===== src/rtl/map_collision_writer.sv =====
// Map collision lookup and sprite writer.
// Looks up the tile under pacman's requested position, keeps the pill
// immunity countdown, and rewrites the map RAM when pacman or a ghost moves.
module map_collision_writer #(
  parameter int          MAP_W     = 40,
  parameter int          MAP_H     = 30,
  parameter logic [32:0] PILL_TIME = 33'd1_500_000_000
) (
  input  logic        CLOCK_50,
  input  logic        reset,
  input  logic        colli_clr,
  input  logic [5:0]  next_pacman_x,
  input  logic [4:0]  next_pacman_y,
  input  logic [5:0]  curr_pacman_x,
  input  logic [4:0]  curr_pacman_y,
  input  logic [5:0]  curr_ghost1_x,
  input  logic [4:0]  curr_ghost1_y,
  input  logic [5:0]  next_ghost1_x,
  input  logic [4:0]  next_ghost1_y,
  input  logic [5:0]  curr_ghost2_x,
  input  logic [4:0]  curr_ghost2_y,
  input  logic [5:0]  next_ghost2_x,
  input  logic [4:0]  next_ghost2_y,
  output logic [10:0] rdaddr,
  input  logic [3:0]  rddata,
  output logic [10:0] wraddr,
  output logic [3:0]  wrdata,
  output logic        wren,
  output logic [3:0]  collision_type,
  output logic [32:0] pill_count,
  output logic        pac_done,
  output logic        ghost_done
);

  typedef enum logic [3:0] {
    IDLE,
    P_CLR,
    P_SET,
    P_DONE,
    G1_CLR,
    G1_SET,
    G2_CLR,
    G2_SET,
    G_DONE
  } state_t;

  localparam logic [3:0] TILE_EMPTY  = 4'd0;
  localparam logic [3:0] TILE_WALL   = 4'd1;
  localparam logic [3:0] TILE_DOT    = 4'd2;
  localparam logic [3:0] TILE_PILL   = 4'd3;
  localparam logic [3:0] TILE_PACMAN = 4'd4;
  localparam logic [3:0] TILE_GHOST  = 4'd5;

  localparam logic [3:0] COLLI_NONE  = 4'b0000;
  localparam logic [3:0] COLLI_WALL  = 4'b0001;
  localparam logic [3:0] COLLI_DOT   = 4'b0010;
  localparam logic [3:0] COLLI_PILL  = 4'b0100;
  localparam logic [3:0] COLLI_GHOST = 4'b1000;

  function automatic logic [10:0] tileAddr(input logic [5:0] x, input logic [4:0] y);
    tileAddr = 11'(y) * 11'(MAP_W) + 11'(x);
  endfunction

  function automatic logic inMap(input logic [5:0] x, input logic [4:0] y);
    inMap = (int'(x) < MAP_W) && (int'(y) < MAP_H);
  endfunction

  // Collision path registers
  logic        outOfRange_q;
  logic [3:0]  collision_q, collision_d;
  logic [32:0] pill_q, pill_d;
  logic [32:0] pillBase;
  logic [33:0] pillSum;
  logic [3:0]  tileDecode;

  // Writer FSM registers
  state_t      state_q, state_d;
  logic [5:0]  pacCurX_q, pacCurX_d, pacNxtX_q, pacNxtX_d;
  logic [4:0]  pacCurY_q, pacCurY_d, pacNxtY_q, pacNxtY_d;
  logic [5:0]  g1CurX_q, g1CurX_d, g1NxtX_q, g1NxtX_d;
  logic [4:0]  g1CurY_q, g1CurY_d, g1NxtY_q, g1NxtY_d;
  logic [5:0]  g2CurX_q, g2CurX_d, g2NxtX_q, g2NxtX_d;
  logic [4:0]  g2CurY_q, g2CurY_d, g2NxtY_q, g2NxtY_d;
  logic [10:0] wrAddr_q, wrAddr_d;
  logic [3:0]  wrData_q, wrData_d;
  logic        wrEn_d;
  logic        pacDone_d, ghostDone_d;

  logic        pacMoveReq, g1MoveReq, g2MoveReq;
  logic        g2MoveLatched;

  assign rdaddr = tileAddr(next_pacman_x, next_pacman_y);

  assign pacMoveReq    = (curr_pacman_x != next_pacman_x) || (curr_pacman_y != next_pacman_y);
  assign g1MoveReq     = (curr_ghost1_x != next_ghost1_x) || (curr_ghost1_y != next_ghost1_y);
  assign g2MoveReq     = (curr_ghost2_x != next_ghost2_x) || (curr_ghost2_y != next_ghost2_y);
  assign g2MoveLatched = (g2CurX_q != g2NxtX_q) || (g2CurY_q != g2NxtY_q);

  // Decode the RAM tile; the range flag is delayed so it lines up with rddata
  always_comb begin
    tileDecode = COLLI_NONE;
    case (rddata)
      TILE_WALL:  tileDecode = COLLI_WALL;
      TILE_DOT:   tileDecode = COLLI_DOT;
      TILE_PILL:  tileDecode = COLLI_PILL;
      TILE_GHOST: tileDecode = COLLI_GHOST;
      TILE_EMPTY, TILE_PACMAN: tileDecode = COLLI_NONE;
      default:    tileDecode = COLLI_NONE;
    endcase

    collision_d = outOfRange_q ? COLLI_WALL : tileDecode;
    if (colli_clr) begin
      collision_d = COLLI_NONE;
    end
  end

  // Pill countdown: every cycle ticks down, and a fresh pill adds a full period on top
  always_comb begin
    pillBase = (pill_q != 33'd0) ? (pill_q - 33'd1) : 33'd0;
    pillSum  = {1'b0, pillBase} + {1'b0, PILL_TIME};
    pill_d   = pillBase;
    if ((collision_d == COLLI_PILL) && (collision_q != COLLI_PILL)) begin
      pill_d = pillSum[33] ? {33{1'b1}} : pillSum[32:0];
    end
  end

  // Collision and pill state registers
  always_ff @(posedge CLOCK_50) begin
    if (reset) begin
      outOfRange_q <= 1'b0;
      collision_q  <= COLLI_NONE;
      pill_q       <= 33'd0;
    end else begin
      outOfRange_q <= !inMap(next_pacman_x, next_pacman_y);
      collision_q  <= collision_d;
      pill_q       <= pill_d;
    end
  end

  assign collision_type = collision_q;
  assign pill_count     = pill_q;

  // Writer FSM: sequencing, coordinate latching and RAM write outputs
  always_comb begin
    state_d     = state_q;
    pacCurX_d   = pacCurX_q;
    pacCurY_d   = pacCurY_q;
    pacNxtX_d   = pacNxtX_q;
    pacNxtY_d   = pacNxtY_q;
    g1CurX_d    = g1CurX_q;
    g1CurY_d    = g1CurY_q;
    g1NxtX_d    = g1NxtX_q;
    g1NxtY_d    = g1NxtY_q;
    g2CurX_d    = g2CurX_q;
    g2CurY_d    = g2CurY_q;
    g2NxtX_d    = g2NxtX_q;
    g2NxtY_d    = g2NxtY_q;
    wrAddr_d    = wrAddr_q;
    wrData_d    = wrData_q;
    wrEn_d      = 1'b0;
    pacDone_d   = 1'b0;
    ghostDone_d = 1'b0;

    case (state_q)
      IDLE: begin
        if (pacMoveReq) begin
          state_d   = P_CLR;
          pacCurX_d = curr_pacman_x;
          pacCurY_d = curr_pacman_y;
          pacNxtX_d = next_pacman_x;
          pacNxtY_d = next_pacman_y;
        end else if (g1MoveReq || g2MoveReq) begin
          state_d  = g1MoveReq ? G1_CLR : G2_CLR;
          g1CurX_d = curr_ghost1_x;
          g1CurY_d = curr_ghost1_y;
          g1NxtX_d = next_ghost1_x;
          g1NxtY_d = next_ghost1_y;
          g2CurX_d = curr_ghost2_x;
          g2CurY_d = curr_ghost2_y;
          g2NxtX_d = next_ghost2_x;
          g2NxtY_d = next_ghost2_y;
        end
      end
      P_CLR: begin
        wrEn_d   = inMap(pacCurX_q, pacCurY_q);
        wrAddr_d = tileAddr(pacCurX_q, pacCurY_q);
        wrData_d = TILE_EMPTY;
        state_d  = P_SET;
      end
      P_SET: begin
        wrEn_d   = inMap(pacNxtX_q, pacNxtY_q);
        wrAddr_d = tileAddr(pacNxtX_q, pacNxtY_q);
        wrData_d = TILE_PACMAN;
        state_d  = P_DONE;
      end
      P_DONE: begin
        pacDone_d = 1'b1;
        state_d   = IDLE;
      end
      G1_CLR: begin
        wrEn_d   = inMap(g1CurX_q, g1CurY_q);
        wrAddr_d = tileAddr(g1CurX_q, g1CurY_q);
        wrData_d = TILE_EMPTY;
        state_d  = G1_SET;
      end
      G1_SET: begin
        wrEn_d   = inMap(g1NxtX_q, g1NxtY_q);
        wrAddr_d = tileAddr(g1NxtX_q, g1NxtY_q);
        wrData_d = TILE_GHOST;
        state_d  = g2MoveLatched ? G2_CLR : G_DONE;
      end
      G2_CLR: begin
        wrEn_d   = inMap(g2CurX_q, g2CurY_q);
        wrAddr_d = tileAddr(g2CurX_q, g2CurY_q);
        wrData_d = TILE_EMPTY;
        state_d  = G2_SET;
      end
      G2_SET: begin
        wrEn_d   = inMap(g2NxtX_q, g2NxtY_q);
        wrAddr_d = tileAddr(g2NxtX_q, g2NxtY_q);
        wrData_d = TILE_GHOST;
        state_d  = G_DONE;
      end
      G_DONE: begin
        ghostDone_d = 1'b1;
        state_d     = IDLE;
      end
      default: begin
        state_d = IDLE;
      end
    endcase
  end

  // Writer FSM state, latched coordinates and held write address/data
  always_ff @(posedge CLOCK_50) begin
    if (reset) begin
      state_q   <= IDLE;
      pacCurX_q <= '0;
      pacCurY_q <= '0;
      pacNxtX_q <= '0;
      pacNxtY_q <= '0;
      g1CurX_q  <= '0;
      g1CurY_q  <= '0;
      g1NxtX_q  <= '0;
      g1NxtY_q  <= '0;
      g2CurX_q  <= '0;
      g2CurY_q  <= '0;
      g2NxtX_q  <= '0;
      g2NxtY_q  <= '0;
      wrAddr_q  <= '0;
      wrData_q  <= '0;
    end else begin
      state_q   <= state_d;
      pacCurX_q <= pacCurX_d;
      pacCurY_q <= pacCurY_d;
      pacNxtX_q <= pacNxtX_d;
      pacNxtY_q <= pacNxtY_d;
      g1CurX_q  <= g1CurX_d;
      g1CurY_q  <= g1CurY_d;
      g1NxtX_q  <= g1NxtX_d;
      g1NxtY_q  <= g1NxtY_d;
      g2CurX_q  <= g2CurX_d;
      g2CurY_q  <= g2CurY_d;
      g2NxtX_q  <= g2NxtX_d;
      g2NxtY_q  <= g2NxtY_d;
      wrAddr_q  <= wrAddr_d;
      wrData_q  <= wrData_d;
    end
  end

  assign wren       = wrEn_d;
  assign wraddr     = wrAddr_d;
  assign wrdata     = wrData_d;
  assign pac_done   = pacDone_d;
  assign ghost_done = ghostDone_d;

endmodule


===== config.mk =====
export PLATFORM = sky130hd
export DESIGN_NAME = map_collision_writer
export DESIGN_NICKNAME = d
export VERILOG_FILES = /design/src/rtl/map_collision_writer.sv
export SDC_FILE = /design/constraint.sdc
export NUM_CORES = 1
export LEC_CHECK = 0
export CAP_MARGIN = 40
export CORE_MARGIN = 8
export CORE_UTILIZATION = 55
export CTS_BUF_LIST = sky130_fd_sc_hd__clkbuf_4 sky130_fd_sc_hd__clkbuf_8 sky130_fd_sc_hd__clkbuf_16
export DETAILED_ROUTE_END_ITERATION = 8
export MAX_ROUTING_LAYER = met4
export PLACE_DENSITY = 0.84
export SETUP_SLACK_MARGIN = 0.2
export SLEW_MARGIN = 5
export SYNTH_ARGS = -nofsm -noshare
export SYNTH_HDL_FRONTEND = slang
export SYNTH_SLANG_ARGS = --single-unit

===== constraint.sdc =====
create_clock -name CLOCK_50 -period 4.23 [get_ports CLOCK_50]
set_clock_uncertainty 0.15 [all_clocks]
set_input_delay 0.6345 -clock CLOCK_50 [delete_from_list [all_inputs] [get_ports CLOCK_50]]
set_output_delay 0.6345 -clock CLOCK_50 [all_outputs]
set_load 0.1 [all_outputs]

==> results.py <==
metrics = {
    "run_status": {
        "run_status": "finished clean",
    },
    "logic_synthesis": {
        "syn-cell-area_um2": 9036,
        "synth_nets": 1215,
        "syn_area_per_cell_um2": 8.501,
        "synth-seq-area-share": 0.2725,
        "synth_edf_count": 0,
        "syn_inst": 1063,
        "ys_types": 72,
        "ys_ff_latch": 123,
        "ys.flop_type": "dfxtp_1",
        "synth-warning-count": 0,
        "ys_async_sr_fraction": 0,
    },
    "routing": {
        "viasPerCell": 6.151,
        "vias": 8950,
        "dr.pass1.iters": 9,
        "wl_per_cell_um": 18.87,
        "drc": 0,
        "ant_nets": 0,
        "dr.first_iter.drc_count": 820,
        "finalWirelength_mm": 27.45,
    },
    "sta": {
        "period_share": 0.9327,
        "fmax_mhz": 253.5,
        "rsz0062_at_grt": "yes",
        "worst_pin_slew_ps": 854.5,
        "timing.final.max_slew_violations": 0,
        "setup_tns_ps": 0,
        "hold_violations": 0,
        "maxSlewHeadroom": 0.4304,
        "setup_viol": 0,
        "period_needed_ps": 3945,
    },
    "placed_design": {
        "dp_hpwl_mm": 20.38,
        "port_buffers": 138,
        "place_congestion": 0.9361,
    },
    "layout": {
        "num-nets-final": 1374,
        "final_common_cell": "dfxtp_1",
        "drive_above_1_share": 0.1328,
        "antenna_cells": 0,
        "synthToLayoutAreaGrowth_pct": 33.69,
        "most-common-layout-cells": "dfxtp_1 (117), nor2_1 (113), clkdlybuf4s50_1 (108), xor2_1 (84), mux2i_1 (77)",
    },
    "min_path": {
        "worstHoldStart": "outOfRange_q$_SDFF_PP0_",
        "hold_end": "collision_type[1]$_SDFF_PP0_",
        "holdPathStages": 1,
        "hp-class": "flop to flop",
    },
    "floorplanning": {
        "core_um2": 16350,
        "rows": 47,
        "io_pins": 139,
        "die_x_um": 144.2,
        "fp.dieArea_um2": 20790,
        "start_util": 0.5527,
        "die_h_um": 144.2,
    },
    "global_routing": {
        "antenna_found_initial": 0,
        "grtUsageMet2": 0.4819,
        "grt_pass1_vias": 8763,
        "grt_use_met1": 0.3045,
        "grt_use_total": 0.2730,
        "gr-total-overflow": 0,
        "top_usage_layer": "met2",
        "use_met3": 0.03863,
        "grt_max_degree": 80,
        "grt_pass1_wl_mm": 44.01,
    },
    "critical_path": {
        "worstSetupPathType": "flop to primary output",
        "critPathLaunchType": "flop",
        "rr_worst_depth": 11,
        "r2r-start": "pill_count[1]$_SDFF_PP0_",
        "crit_fanout": 6,
        "reg2reg_slack_ps": 430,
        "regToRegEndpoint": "pill_count[30]$_SDFF_PP0_",
        "cp.arrival_ps": 3160,
        "crit_required_ps": 3450,
        "endpoint_kind": "primary output",
    },
    "flow_run": {
        "drv_cap": 0,
    },
    "cts": {
        "clockRootBuffer": "clkbuf_16",
        "cts_made_buffers": 17,
        "cts_tree": "yes",
        "clockBufferDepth": 2,
        "cts_htree_levels": 4,
        "clock_latency_ps": 430,
        "cts_setup_buffers": 0,
        "cts_num_sinks": 123,
        "clkTransAtPathRegs_ps": 60,
    },
    "pwr": {
        "ir_drop_mv": 0.6239,
        "power_mw": 7.992,
        "power_per_cell_area_nw_per_um2": 661.6,
        "total_leakage_power_nw": 5.096,
    },
}
## registers in the layout, summed over array words and instances (netlist names)
register / count
pacCurX_q: 6
wrAddr_q: 11
collision_type: 4
pill_count: 33
g2NxtX_q: 6
g1CurX_q: 6
pacNxtX_q: 6
g1NxtX_q: 6
state_q: 4
g1NxtY_q: 5
g2CurY_q: 5
wrData_q: 4
pacCurY_q: 5
g2NxtY_q: 5
g2CurX_q: 6
g1CurY_q: 5
outOfRange_q: 1
pacNxtY_q: 5
## logic make-up (layout without fill, tap and decap cells)
logic type	count (synthesis)	after routing	synth area share
adder cells (fa/ha/maj)	79	79	0.1210
AND/OR/NAND/NOR	343	343	0.1968
buffers and inverters	86	258	0.03905
multiplexers	80	80	0.08903
AO/OA/AOI/OAI	231	231	0.1644
XOR/XNOR	121	121	0.1173
flip-flops	123	123	0.2725
## Yosys cell counts (7+ instances only)
master / count / area [um2]
a21oi_1: 71 / 355.3
o21ai_0: 45 / 225.2
a221oi_1: 10 / 87.58
nor2b_1: 16 / 100.1
fa_1: 14 / 280.3
and3_1: 7 / 43.79
or4_1: 8 / 60.06
inv_1: 33 / 123.9
nand3_1: 25 / 125.1
xnor2_1: 37 / 324.1
a22oi_1: 15 / 112.6
nor3_1: 32 / 160.2
nand4_1: 12 / 75.07
dfxtp_1: 123 / 2462
clkbuf_1: 44 / 165.2
nand2_1: 62 / 232.7
nor3b_1: 12 / 90.09
nor2_1: 114 / 427.9
nor4_1: 15 / 93.84
a21o_1: 21 / 157.7
and2_1: 7 / 43.79
nand2b_1: 7 / 43.79
mux2i_1: 77 / 770.7
ha_1: 65 / 813.3
xor2_1: 84 / 735.7
a31oi_1: 13 / 81.33
## worst max-delay path by stage
stage / from / endpoint / slack (ps) / depth (start not counted)
5_1_grt: g1NxtY_q[1]$_SDFFE_PP0P_ / wraddr[10] / 150 / 10
2_1_floorplan: next_pacman_y[1] / rdaddr[10] / 90 / 7
3_5_place_dp: next_pacman_y[1] / rdaddr[10] / 310 / 9
6_report: g2CurY_q[1]$_SDFFE_PP0P_ / wraddr[8] / 280 / 10
3_3_place_gp: next_pacman_y[1] / rdaddr[10] / 400 / 9
4_1_cts: g2CurY_q[3]$_SDFFE_PP0P_ / wraddr[8] / 220 / 10
## where the power goes
part | total, mW | switching, mW | leakage, nW | internal [mW]
clock | 1.48 | 0.560 | 0.281 | 0.925
sequential | 1.62 | 0.288 | 1.00 | 1.33
combinational | 4.89 | 3.13 | 3.81 | 1.77
total | 7.99 | 3.97 | 5.10 | 4.02
## metal layers
| layer | up-vias | wire [um] | share of wire |
|---|---|---|---|
| met1 | 4205 | 10320 | 0.38 |
| met3 | 110 | 1903 | 0.069 |
| li1 | 4148 | - | - |
| met5 | - | 0 | 0 |
| met4 | 0 | 1079 | 0.039 |
| met2 | 487 | 14150 | 0.52 |
## per-stage QoR
step           std cells  utilization  hold slack [ps]  worst slack (ps)  cell area [um2]
2_1_floorplan       1063            -            270.7             88.30             9044
3_3_place_gp        1386       0.6613            281.4             404.5            10810
3_5_place_dp        1423       0.6961            293.7             313.8            11380
4_1_cts             1455       0.7345            304.0             217.2            12010
5_1_grt             1455       0.7389            336.7             152.6            12080
6_report            1455       0.7389            301.8             284.8            12080
## final cells by class
cell class / count / area, um2
clock buffers: 22 / 481.7
flip-flops and latches: 123 / 2472
well taps: 220 / 275.3
repair buffers: 193 / 2272
inverters: 33 / 123.9
clock inverters: 10 / 116.4
fillers: 1149 / 4268
multi-input cells: 854 / 6339
## timing repair
action,CTS,global route
hold buffers,0,0
endpoints found under the setup margin,3,5
pin swaps,1,8
resized for setup,7,17
endpoints found under the hold margin,0,0
## worst max-delay path: stages (launching register included)
cell and delay, ps:
dfxtp_2 360, ha_1 300, ha_1 210, inv_1 90
fa_2 480, nor3b_2 290, xnor2_1 140, a32o_1 240
a221oi_2 190, nand3_1 200, buf_12 220
No activity file was read; power rests on OpenSTA's default activity.
==> patch (same flow settings) <==
Register the input `next_ghost2_x` before use. The logic sees it one clock later. The other inputs are not delayed to match.
--- a/src/rtl/map_collision_writer.sv
+++ b/src/rtl/map_collision_writer.sv
@@ -57,6 +57,12 @@
   localparam logic [3:0] COLLI_PILL  = 4'b0100;
   localparam logic [3:0] COLLI_GHOST = 4'b1000;
 
+  logic [5:0] next_ghost2_x_q;
+
+  always_ff @(posedge CLOCK_50) begin
+    next_ghost2_x_q <= next_ghost2_x;
+  end
+
   function automatic logic [10:0] tileAddr(input logic [5:0] x, input logic [4:0] y);
     tileAddr = 11'(y) * 11'(MAP_W) + 11'(x);
   endfunction
@@ -93,7 +99,7 @@
 
   assign pacMoveReq    = (curr_pacman_x != next_pacman_x) || (curr_pacman_y != next_pacman_y);
   assign g1MoveReq     = (curr_ghost1_x != next_ghost1_x) || (curr_ghost1_y != next_ghost1_y);
-  assign g2MoveReq     = (curr_ghost2_x != next_ghost2_x) || (curr_ghost2_y != next_ghost2_y);
+  assign g2MoveReq     = (curr_ghost2_x != next_ghost2_x_q) || (curr_ghost2_y != next_ghost2_y);
   assign g2MoveLatched = (g2CurX_q != g2NxtX_q) || (g2CurY_q != g2NxtY_q);
 
   // Decode the RAM tile; the range flag is delayed so it lines up with rddata
@@ -177,7 +183,7 @@
           g1NxtY_d = next_ghost1_y;
           g2CurX_d = curr_ghost2_x;
           g2CurY_d = curr_ghost2_y;
-          g2NxtX_d = next_ghost2_x;
+          g2NxtX_d = next_ghost2_x_q;
           g2NxtY_d = next_ghost2_y;
         end
       end
Behaviour: not the same (Yosys sat finds a counterexample within 4 cycles, from zero or initial values and one cycle with reset high).
==> patch against the unedited design <==
Wire length is 2.4% lower; final cell count is 0.21% lower; design area grew 0.63%; sequential cell count grew 6; largest cell class unchanged; setup slack better by 0.011 ns; total power is 6.5% higher; maximum frequency up 0.28%; area after synthesis about the same; sequential share of layout area is 1.1 points higher.
==> patch: results <==
[drt]
via_per_inst = 5.994
vias = 8704
drt_wl_total_mm = 26.79
drtIter0Drc = 738
dr.pass1.iters = 6

[grt]
antenna_found_initial = 0
grt_pass1_vias = 8581
grt_usage_pct = 26.55
grt_max_degree = 84
grt_pass1_wl_mm = 42.64

[power_and_ir_drop]
comb_power_share_pct = 62.1
p_leak_nw = 5.123
seqPwrFrac_pct = 20.2
p_switching_w = 0.004174
peakVddDrop_mv = 0.5492

[clock_network]
htree_levels = 4
numCtsBuffers = 17
clock_latency_ns = 0.44
clk_pin_slew_ns = 0.06
clock_path_buffers = 2
clockRootBuffer = "clkbuf_16"

[placement]
postPlaceCellArea_um2 = 11470
dp_cells = 1418
io_buffers = 138
gp_congestion = 0.9624
place_hpwl_mm = 20.16
dp_slack_ns = 0.3314

[setup_path]
r2r_start = "pill_count[0]"
cp.arrival_ns = 3.15
cp_max_fo = 5
worstRegToRegCells = 15
r2r_setup_slack_ns = 0.39
r2r_end = "pill_count[28]"

[synthesis]
async_flop_share_pct = 0
synthTopCellsByArea = "dfxtp_1 29%, ha_1 9.0%, mux2i_1 8.4%"
synth_cell_types = 80
yosysWarningCount = 0
seq_area_frac_synth_pct = 28.60
synth_nets = 1197
syn_inst = 1045
synth.cells.most_frequent = "129 x dfxtp_1, 118 x nor2_1, 81 x nand2_1"

[worst_hold_path]
worstHoldPathType = "reg -> reg"
min_to = "wrAddr_q[3]"
min-delay-start = "wrAddr_q[3]"
hold_depth = 2

[layout]
n_antenna_cell = 0
largest_reg_flops = 33
drive_gt1_share_pct = 15.50

[sta]
maxSlewHeadroom_pct = 36.07
whs_ns = 0.3432

[outcome]
status = "completed"
patch: cell types whose count changed in the layout (fill, tap and decap cells not counted), sizes merged, moves of 7 or more:
| cell | delta |
|---|---|
| a22oi | -7 |
| o21ai | -12 |
| buf | +7 |
| a21oi | -22 |
| xnor2 | +10 |
| nand3 | -10 |
| nand2 | +20 |
| xor2 | -14 |
patch: routing by layer:
| layer | global-route usage [%] | routed length (um) | vias up |
|---|---|---|---|
| li1 | - | - | 4098 |
| met4 | 12.23 | 1021 | 0 |
| met3 | 4.787 | 1828 | 87 |
| met1 | 29.41 | 10640 | 4108 |
| met5 | - | 0 | - |
| met2 | 45.78 | 13300 | 411 |
patch: how the worst max path moves through the flow:
stage                      from          to  slack (ns)  depth (start not counted)
6_report            g2NxtY_q[3]  wraddr[10]        0.30                         10
5_1_grt             g2NxtY_q[3]  wraddr[10]        0.16                         10
4_1_cts            pacNxtY_q[1]   wraddr[8]        0.22                          9
3_5_place_dp   next_pacman_y[1]  rdaddr[10]        0.33                          9
3_3_place_gp   next_pacman_y[1]  rdaddr[10]        0.42                          9
2_1_floorplan  next_pacman_y[1]  rdaddr[10]        0.09                          7
patch: area by class of cell:
| type | instances | area, um2 |
|---|---|---|
| multi-input combinational | 840 | 6207 |
| fill | 1111 | 4133 |
| sequential | 129 | 2624 |
| timing repair buffer | 200 | 2325 |
| clock buffer | 20 | 478.0 |
| tap | 220 | 275.3 |
| clock inverter | 11 | 127.6 |
| inverter | 32 | 120.1 |
patch: logic make-up (layout without fill, tap and decap cells):
group                      after synthesis  in the layout  share of synthesized area [%]
adders and majority gates               79             79                          12.11
DFF                                    129            129                          28.60
AOI/OAI and AO/OA                      196            196                          14.91
muxes                                   79             79                          8.800
buffers and inverters                   76            263                          3.395
xor gates and xnor gates               117            117                          11.35
and+or+nand+nor                        369            369                          20.83
patch: worst max-delay path: stages (launching register included):
cell	delay, ns
dfxtp_1	0.42
ha_1	0.27
ha_1	0.21
inv_1	0.07
fa_1	0.48
nor3b_2	0.29
nand3_1	0.13
a311oi_2	0.38
a221oi_2	0.07
nand3_1	0.18
buf_12	0.20
patch: metrics by stage:
stage / utilization [%] / total power, W
final: 74.63 / 0.008509
after CTS: 74.24 / 0.008432
after detailed placement: 70.39 / 0.006879
after floorplan: - / 0.005193
after global routing: 74.63 / 0.008922
after global placement: 66.70 / 0.006335
patch: repair_timing:
action,CTS,global route
setup buffers,0,3
cloned,0,0
setup endpoints to repair,2,23
gates resized for setup,6,12
pin swaps,0,6
hold endpoints to repair,0,0
